## src/rtl/rv32i_pkg.sv

```systemverilog
// Shared RV32I core constants and types used by the PC register and its neighbours.
// Latency: none (declarations only).
// Backpressure: none (declarations only).
package rv32i_pkg;

    localparam int XLEN        = 32;
    localparam int INSTR_BYTES = 4;

    typedef logic [XLEN-1:0] addr_t;

    localparam addr_t RESET_VECTOR = 32'h0000_0000;

endpackage : rv32i_pkg

```

## src/rtl/rv32i_pc_reg_if.sv

```systemverilog
// Bundle between the next-PC mux and the PC register, including the derived outputs.
// Latency: none (wires only).
// Backpressure: none; the PC loads every cycle, so there is no handshake.
interface rv32i_pc_reg_if #(
    parameter int XLEN = rv32i_pkg::XLEN
);

    logic [XLEN-1:0] pc_next;
    logic [XLEN-1:0] pc_current;
    logic [XLEN-1:0] pc_plus4;
    logic [XLEN-1:0] pc_prev;
    logic            misaligned;

    // Next-PC selection side: supplies pc_next and consumes the PC views.
    modport master (
        output pc_next,
        input  pc_current,
        input  pc_plus4,
        input  pc_prev,
        input  misaligned
    );

    // PC register side.
    modport slave (
        input  pc_next,
        output pc_current,
        output pc_plus4,
        output pc_prev,
        output misaligned
    );

endinterface : rv32i_pc_reg_if

```

## src/rtl/rv32i_pc_reg.sv

```systemverilog
// Program-counter register: holds the fetch PC, the previous PC, PC+4 and an alignment flag.
// Latency: pc_next appears on pc_current one cycle later; pc_plus4/misaligned are combinational.
// Backpressure: none; the PC loads on every rising edge outside reset.
module rv32i_pc_reg #(
    parameter int              XLEN         = rv32i_pkg::XLEN,
    parameter logic [XLEN-1:0] RESET_VECTOR = XLEN'(rv32i_pkg::RESET_VECTOR)
) (
    input  logic              clk,
    input  logic              rst,
    rv32i_pc_reg_if.slave     pc_if
);

    logic [XLEN-1:0] pc_q;
    logic [XLEN-1:0] pc_d;
    logic [XLEN-1:0] prev_q;
    logic [XLEN-1:0] prev_d;

    // Next state: take the mux output unmodified and remember the outgoing PC.
    always_comb begin
        pc_d   = pc_if.pc_next;
        prev_d = pc_q;
    end

    // Both PC registers share one async reset so they come out of reset aligned.
    always_ff @(posedge clk or posedge rst) begin
        if (rst) begin
            pc_q   <= RESET_VECTOR;
            prev_q <= RESET_VECTOR;
        end else begin
            pc_q   <= pc_d;
            prev_q <= prev_d;
        end
    end

    // Derived views: sequential address wraps modulo 2^XLEN; misalignment is flagged, not trapped.
    always_comb begin
        pc_if.pc_current = pc_q;
        pc_if.pc_prev    = prev_q;
        pc_if.pc_plus4   = pc_q + XLEN'(rv32i_pkg::INSTR_BYTES);
        pc_if.misaligned = (pc_q[1:0] != 2'b00);
    end

endmodule : rv32i_pc_reg

```

## src/flat_wrapper.sv

```systemverilog
// flat-port wrapper written by rule: the top's interface ports become plain ports
module rv32i_pc_reg_flat 
#(
    parameter int              XLEN         = rv32i_pkg::XLEN,
    parameter logic [XLEN-1:0] RESET_VECTOR = XLEN'(rv32i_pkg::RESET_VECTOR)
)
  (clk, rst, pc_if_pc_next, pc_if_pc_current, pc_if_pc_plus4, pc_if_pc_prev, pc_if_misaligned);
  rv32i_pc_reg_if #(.XLEN(XLEN)) pc_if_i ();
  input  logic clk;
  input  logic rst;
  input wire logic [$bits(pc_if_i.pc_next)-1:0] pc_if_pc_next;
  output wire logic [$bits(pc_if_i.pc_current)-1:0] pc_if_pc_current;
  output wire logic [$bits(pc_if_i.pc_plus4)-1:0] pc_if_pc_plus4;
  output wire logic [$bits(pc_if_i.pc_prev)-1:0] pc_if_pc_prev;
  output wire logic [$bits(pc_if_i.misaligned)-1:0] pc_if_misaligned;
  assign pc_if_i.pc_next = pc_if_pc_next;
  assign pc_if_pc_current = pc_if_i.pc_current;
  assign pc_if_pc_plus4 = pc_if_i.pc_plus4;
  assign pc_if_pc_prev = pc_if_i.pc_prev;
  assign pc_if_misaligned = pc_if_i.misaligned;
  rv32i_pc_reg #(.XLEN(XLEN), .RESET_VECTOR(RESET_VECTOR)) u_core (.clk(clk), .rst(rst), .pc_if(pc_if_i));
endmodule
```

## config.mk

```make
export PLATFORM = sky130hd
export DESIGN_NAME = rv32i_pc_reg_flat
export DESIGN_NICKNAME = d
export VERILOG_FILES = /design/src/rtl/rv32i_pkg.sv /design/src/rtl/rv32i_pc_reg_if.sv /design/src/rtl/rv32i_pc_reg.sv /design/src/flat_wrapper.sv
export SDC_FILE = /design/constraint.sdc
export NUM_CORES = 1
export LEC_CHECK = 0
export CAP_MARGIN = 40
export CORE_ASPECT_RATIO = 1.25
export CORE_MARGIN = 2
export CORE_UTILIZATION = 37
export CTS_CLUSTER_SIZE = 40
export DETAILED_ROUTE_END_ITERATION = 8
export PLACE_DENSITY = 0.76
export SLEW_MARGIN = 5
export SYNTH_ARGS = -nofsm -noshare
export SYNTH_HDL_FRONTEND = slang
export SYNTH_SLANG_ARGS = --single-unit
```

## constraint.sdc

```tcl
create_clock -name clk -period 2.3 [get_ports clk]
set_clock_uncertainty 0.05 [all_clocks]
set_input_delay 0.46 -clock clk [delete_from_list [all_inputs] [get_ports clk]]
set_output_delay 0.46 -clock clk [all_outputs]
set_load 0.01 [all_outputs]
```

==> Yosys cells after proc, flatten, opt, wreduce, memory -nomap -nowiden <==
Cells that the tools add are included.
{ "word_totals": {"ff_bits": 64} }
{ "classes": {"n_reduce_logical": 1, "addsub": 1} }
{ "op_table": {"columns": ["op", "count"], "rows": [
  ["adder 32 x 3 -> 32 bit (second input constant)", 1],
  ["nonzero test 2 bit", 1]
]} }

==> Logic depth before layout (Yosys ltp) <==
Gate-level depths: netlist of the first run.
{ "logic_depth": {"word_depth": 1, "depth_mapped": 5} }

==> Worst setup path after synthesis of the first run <==
No wires, ideal clock.
{ "synth_path": {"path_kind": "register -> output", "start": "register u_core.pc_q[2] (netlist: u_core.pc_if.pc_current[2])", "end": "output port pc_if_pc_plus4[30]", "required_time_ns": 1.790, "path_stages_with_launch": 6, "setup_slack_ns": 0.189, "arrival_time_ns": 1.601, "path_cell_list": "dfrtp_1 > ha_1 > nand3_1 > nor4_4 > nand4_1 > xnor2_1"} }
{ "synth_via": {"elab_chain_cells": 1} }
{ "synth_rtl": {"columns": ["item", "line_no", "source"], "rows": [
  ["start: declaration", "rv32i_pc_reg.sv:13", "logic [XLEN-1:0] pc_q;"],
  ["start signal: assignment", "rv32i_pc_reg.sv:30", "pc_q <= pc_d;"],
  ["adder 32 x 3 -> 32 bit", "rv32i_pc_reg.sv:39", "pc_if.pc_plus4 = pc_q + XLEN'(rv32i_pkg::INSTR_BYTES);"],
  ["end: declaration", "flat_wrapper.sv:13", "output wire logic [$bits(pc_if_i.pc_plus4)-1:0] pc_if_pc_plus4;"]
]} }
No other way between the ends.

==> Worst setup path in the final report of the first run <==
{ "layout_path": {"start": "register u_core.pc_q[9] (netlist: u_core.pc_if.pc_current[9])", "end": "output port pc_if_pc_plus4[24]"} }
The elaborated chain is that of the path after synthesis.

==> results of run 1 <==
==> per-layer routing <==
| layer | global-route usage [%] | routed length [µm] |
|---|---|---|
| met2 | 35.7 | 3660 |
| met4 | 10.2 | 177 |
| met5 | 0 | 0 |
| met3 | 6.47 | 370 |
| met1 | 22.4 | 2430 |
==> sequential cells by signal, summed over array words and instances, names as in the netlist <==
register and cells:
u_core.pc_if.pc_current 32, u_core.pc_if.pc_prev 32
==> worst max-delay path by stage <==
stage | startpoint | endpoint | slack [ns] | cells past startpoint
finish | u_core.pc_if.pc_current[9] | pc_if_pc_plus4[24] | -0.14 | 8
global route | u_core.pc_if.pc_current[2] | pc_if_pc_plus4[24] | -0.26 | 8
CTS | u_core.pc_if.pc_current[3] | pc_if_pc_plus4[22] | -0.17 | 8
detailed placement | u_core.pc_if.pc_current[3] | pc_if_pc_plus4[14] | -0.28 | 6
global placement | u_core.pc_if.pc_current[3] | pc_if_pc_plus4[14] | -0.20 | 6
floorplan | rst | u_core.pc_if.pc_current[0] | 0.19 | 1
==> cells in the final DEF (no fill, tap or decap), drive strengths merged <==
cell and n:
clkdlybuf4s50 102, buf 79, dfrtp 64, xnor2 19
clkbuf 15, nand3 12, nand2 10, xor2 9
nand4 8, nor2 6, and3 4, inv 4
nor4 4, nor3 3, clkinv 2, dlygate4sd2 2
or2 2, ha 1, bufinv 1, dlymetal6s2s 1
==> power breakdown <==
part	total (W)	switching [W]	internal (W)	leakage, nW
clock network	0.000974	0.000394	0.000579	0.108
logic	0.000429	0.000179	0.000251	1.06
registers	0.00122	0.0000354	0.00118	0.746
total	0.00262	0.000609	0.00201	1.91
==> cell usage after synthesis, types with 2 or more instances <==
cell     count  area share [%]
nor4_4       3             2.9
nand2_1     10             1.7
xnor2_1     19             7.5
dfrtp_1     64              72
buf_4        2            0.68
nor3_1       3            0.68
inv_1        4            0.68
nor2_1       6             1.0
xor2_1       9             3.5
and3_1       4             1.1
nand4_1      6             1.7
nand3_1     10             2.3
==> repair_timing <==
action / CTS / global route
endpoints found under the setup margin: 27 / 24
gates resized for setup: 113 / 20
pin swaps: 16 / 21
buffers inserted: 11 / 10
==> final cells by class <==
cell class,count,area [µm²]
Clock buffer,12,165
Inverter,4,15.0
Timing Repair Buffer,187,1650
Clock inverter,3,40.0
Fill cell,389,1510
Sequential cell,64,1600
Multi-Input combinational cell,78,716
Tap cell,66,82.6
==> worst max-delay path, cell delays in order (launching register included) <==
cell and delay [ns]:
dfrtp_1 0.41, nand4_4 0.13, buf_12 0.15, nor4_4 0.24, buf_6 0.18, buf_4 0.11, nand3_2 0.06, xnor2_1 0.16
buf_2 0.16
==> logic make-up (layout without fill, tap and decap cells) <==
kind of cell | count (synthesis) | in the layout | share of synthesized area [%]
xor+xnor | 28 | 28 | 11.0
fa+ha+maj | 1 | 1 | 0.563
buf+inv | 6 | 206 | 1.35
flops | 64 | 64 | 72.1
simple gates | 49 | 49 | 14.9
==> per-stage QoR <==
stage	worst slack (ns)	power (W)	area, µm²
final	-0.142	0.00262	4270
after global routing	-0.261	0.00274	4270
after CTS	-0.168	0.00264	4150
after detailed placement	-0.281	0.00166	3870
after global placement	-0.200	0.00166	3870
after floorplan	0.189	0.00136	2220
==> flow_summary.toml, run 1 <==
[run_status]
status = "complete, but fails checks"
failed_checks = "negative setup slack"

[worst_hold_path]
hp-class = "reg -> reg"
holdPathStages = 0
worstHoldEndpoint = "u_core.pc_if.pc_prev[0]"
worstHoldStart = "u_core.pc_if.pc_current[0]"

[floorplanning]
rows = 31
fp.dieH_um = 90.6
die_w_um = 73.3
initial_core_util_pct = 38.4
core_area_um2 = 5780
io_pins = 131
die-area_um2 = 6640

[worst_setup_path]
worstSetupEndpointType = "output port"
crit_fanout = 7
worstSetupPathType = "reg -> out"
worstPathRequired_ns = 1.79
cp.arrival_ns = 1.93
timing.rr.end = "u_core.pc_if.pc_prev[2]"
rr_startpoint = "u_core.pc_if.pc_current[2]"
cp-start-kind = "flip-flop"
rr_worst_depth = 2
timing.reg2reg.setup_slack_ns = 1.42

[clock_network]
cts_hold_buffers = 0
clock_latency_ns = 0.33
clk_pin_slew_ns = 0.06
tritoncts = "built"
htree_levels = 3
clockBufferDepth = 2
root_buffer = "clkbuf_8"
cts_buffers = 9
clock_sinks = 64

[yosys]
syn_nets = 183
ys_seq_area_share_pct = 72.1
yosysWarningCount = 0
avgSynthCellArea_um2 = 15.0
syn-cell-area_um2 = 2220
synth_flop_cell = "dfrtp_1"
postSynthCellCount = 148
ys_ff_latch = 64
ys_types = 20
synth_edf_count = 0
async_flop_share_pct = 100

[finish]
syn_to_final_growth_pct = 92.3
fin_util_pct = 73.9
fin_cells = 414
n_antenna_cell = 0
num-nets-final = 379
drive_above_1_share_pct = 36.2

[power_and_ir_drop]
p_leak_nw = 1.91
power.density_nw_per_um2 = 614
ir_drop_mv = 0.471

[sta]
slew_headroom_pct = 68.7
setup_viol = 16
rsz0062_at_grt = "yes"
fmax_mhz = 409
slew_violations = 0
setup_ws_ns = -0.142
setup_tns_ns = -0.965
hold_viol = 0
fin_crit_sh_pct = 106
worst_pin_slew_ns = 0.469
layout_min_cycle_time_ns = 2.44
timing.hold.ws_ns = 0.373

[place]
gp_congestion = 0.772
dp_hpwl_um = 4650
port_buffers = 130
dp.cells = 378

[routing]
drt-initial-drc-count = 83
num_vias = 1904
first_pass_iters = 4
routed_wl_um = 6640
viasPerCell = 4.60
post-route-drc-count = 0
ant_nets = 0
wl_per_cell_um = 16.0

[flow_run]
drv_cap = 0

[global_route]
antenna_found_initial = 0
grtUsageTotal_pct = 20.7
grt.overflow.total = 0
grt_pass1_vias = 1958
grt_max_degree = 25
grt_pass1_wl_um = 10000
Note: power is estimated with default switching activity, not from simulation.
==> inputs of run 2 (changes only) <==
Settings changed: CTS_CLUSTER_SIZE 40 to not set.
==> results of run 2 <==
No change in the layout: final DEF, timing and power equal those of run 1.
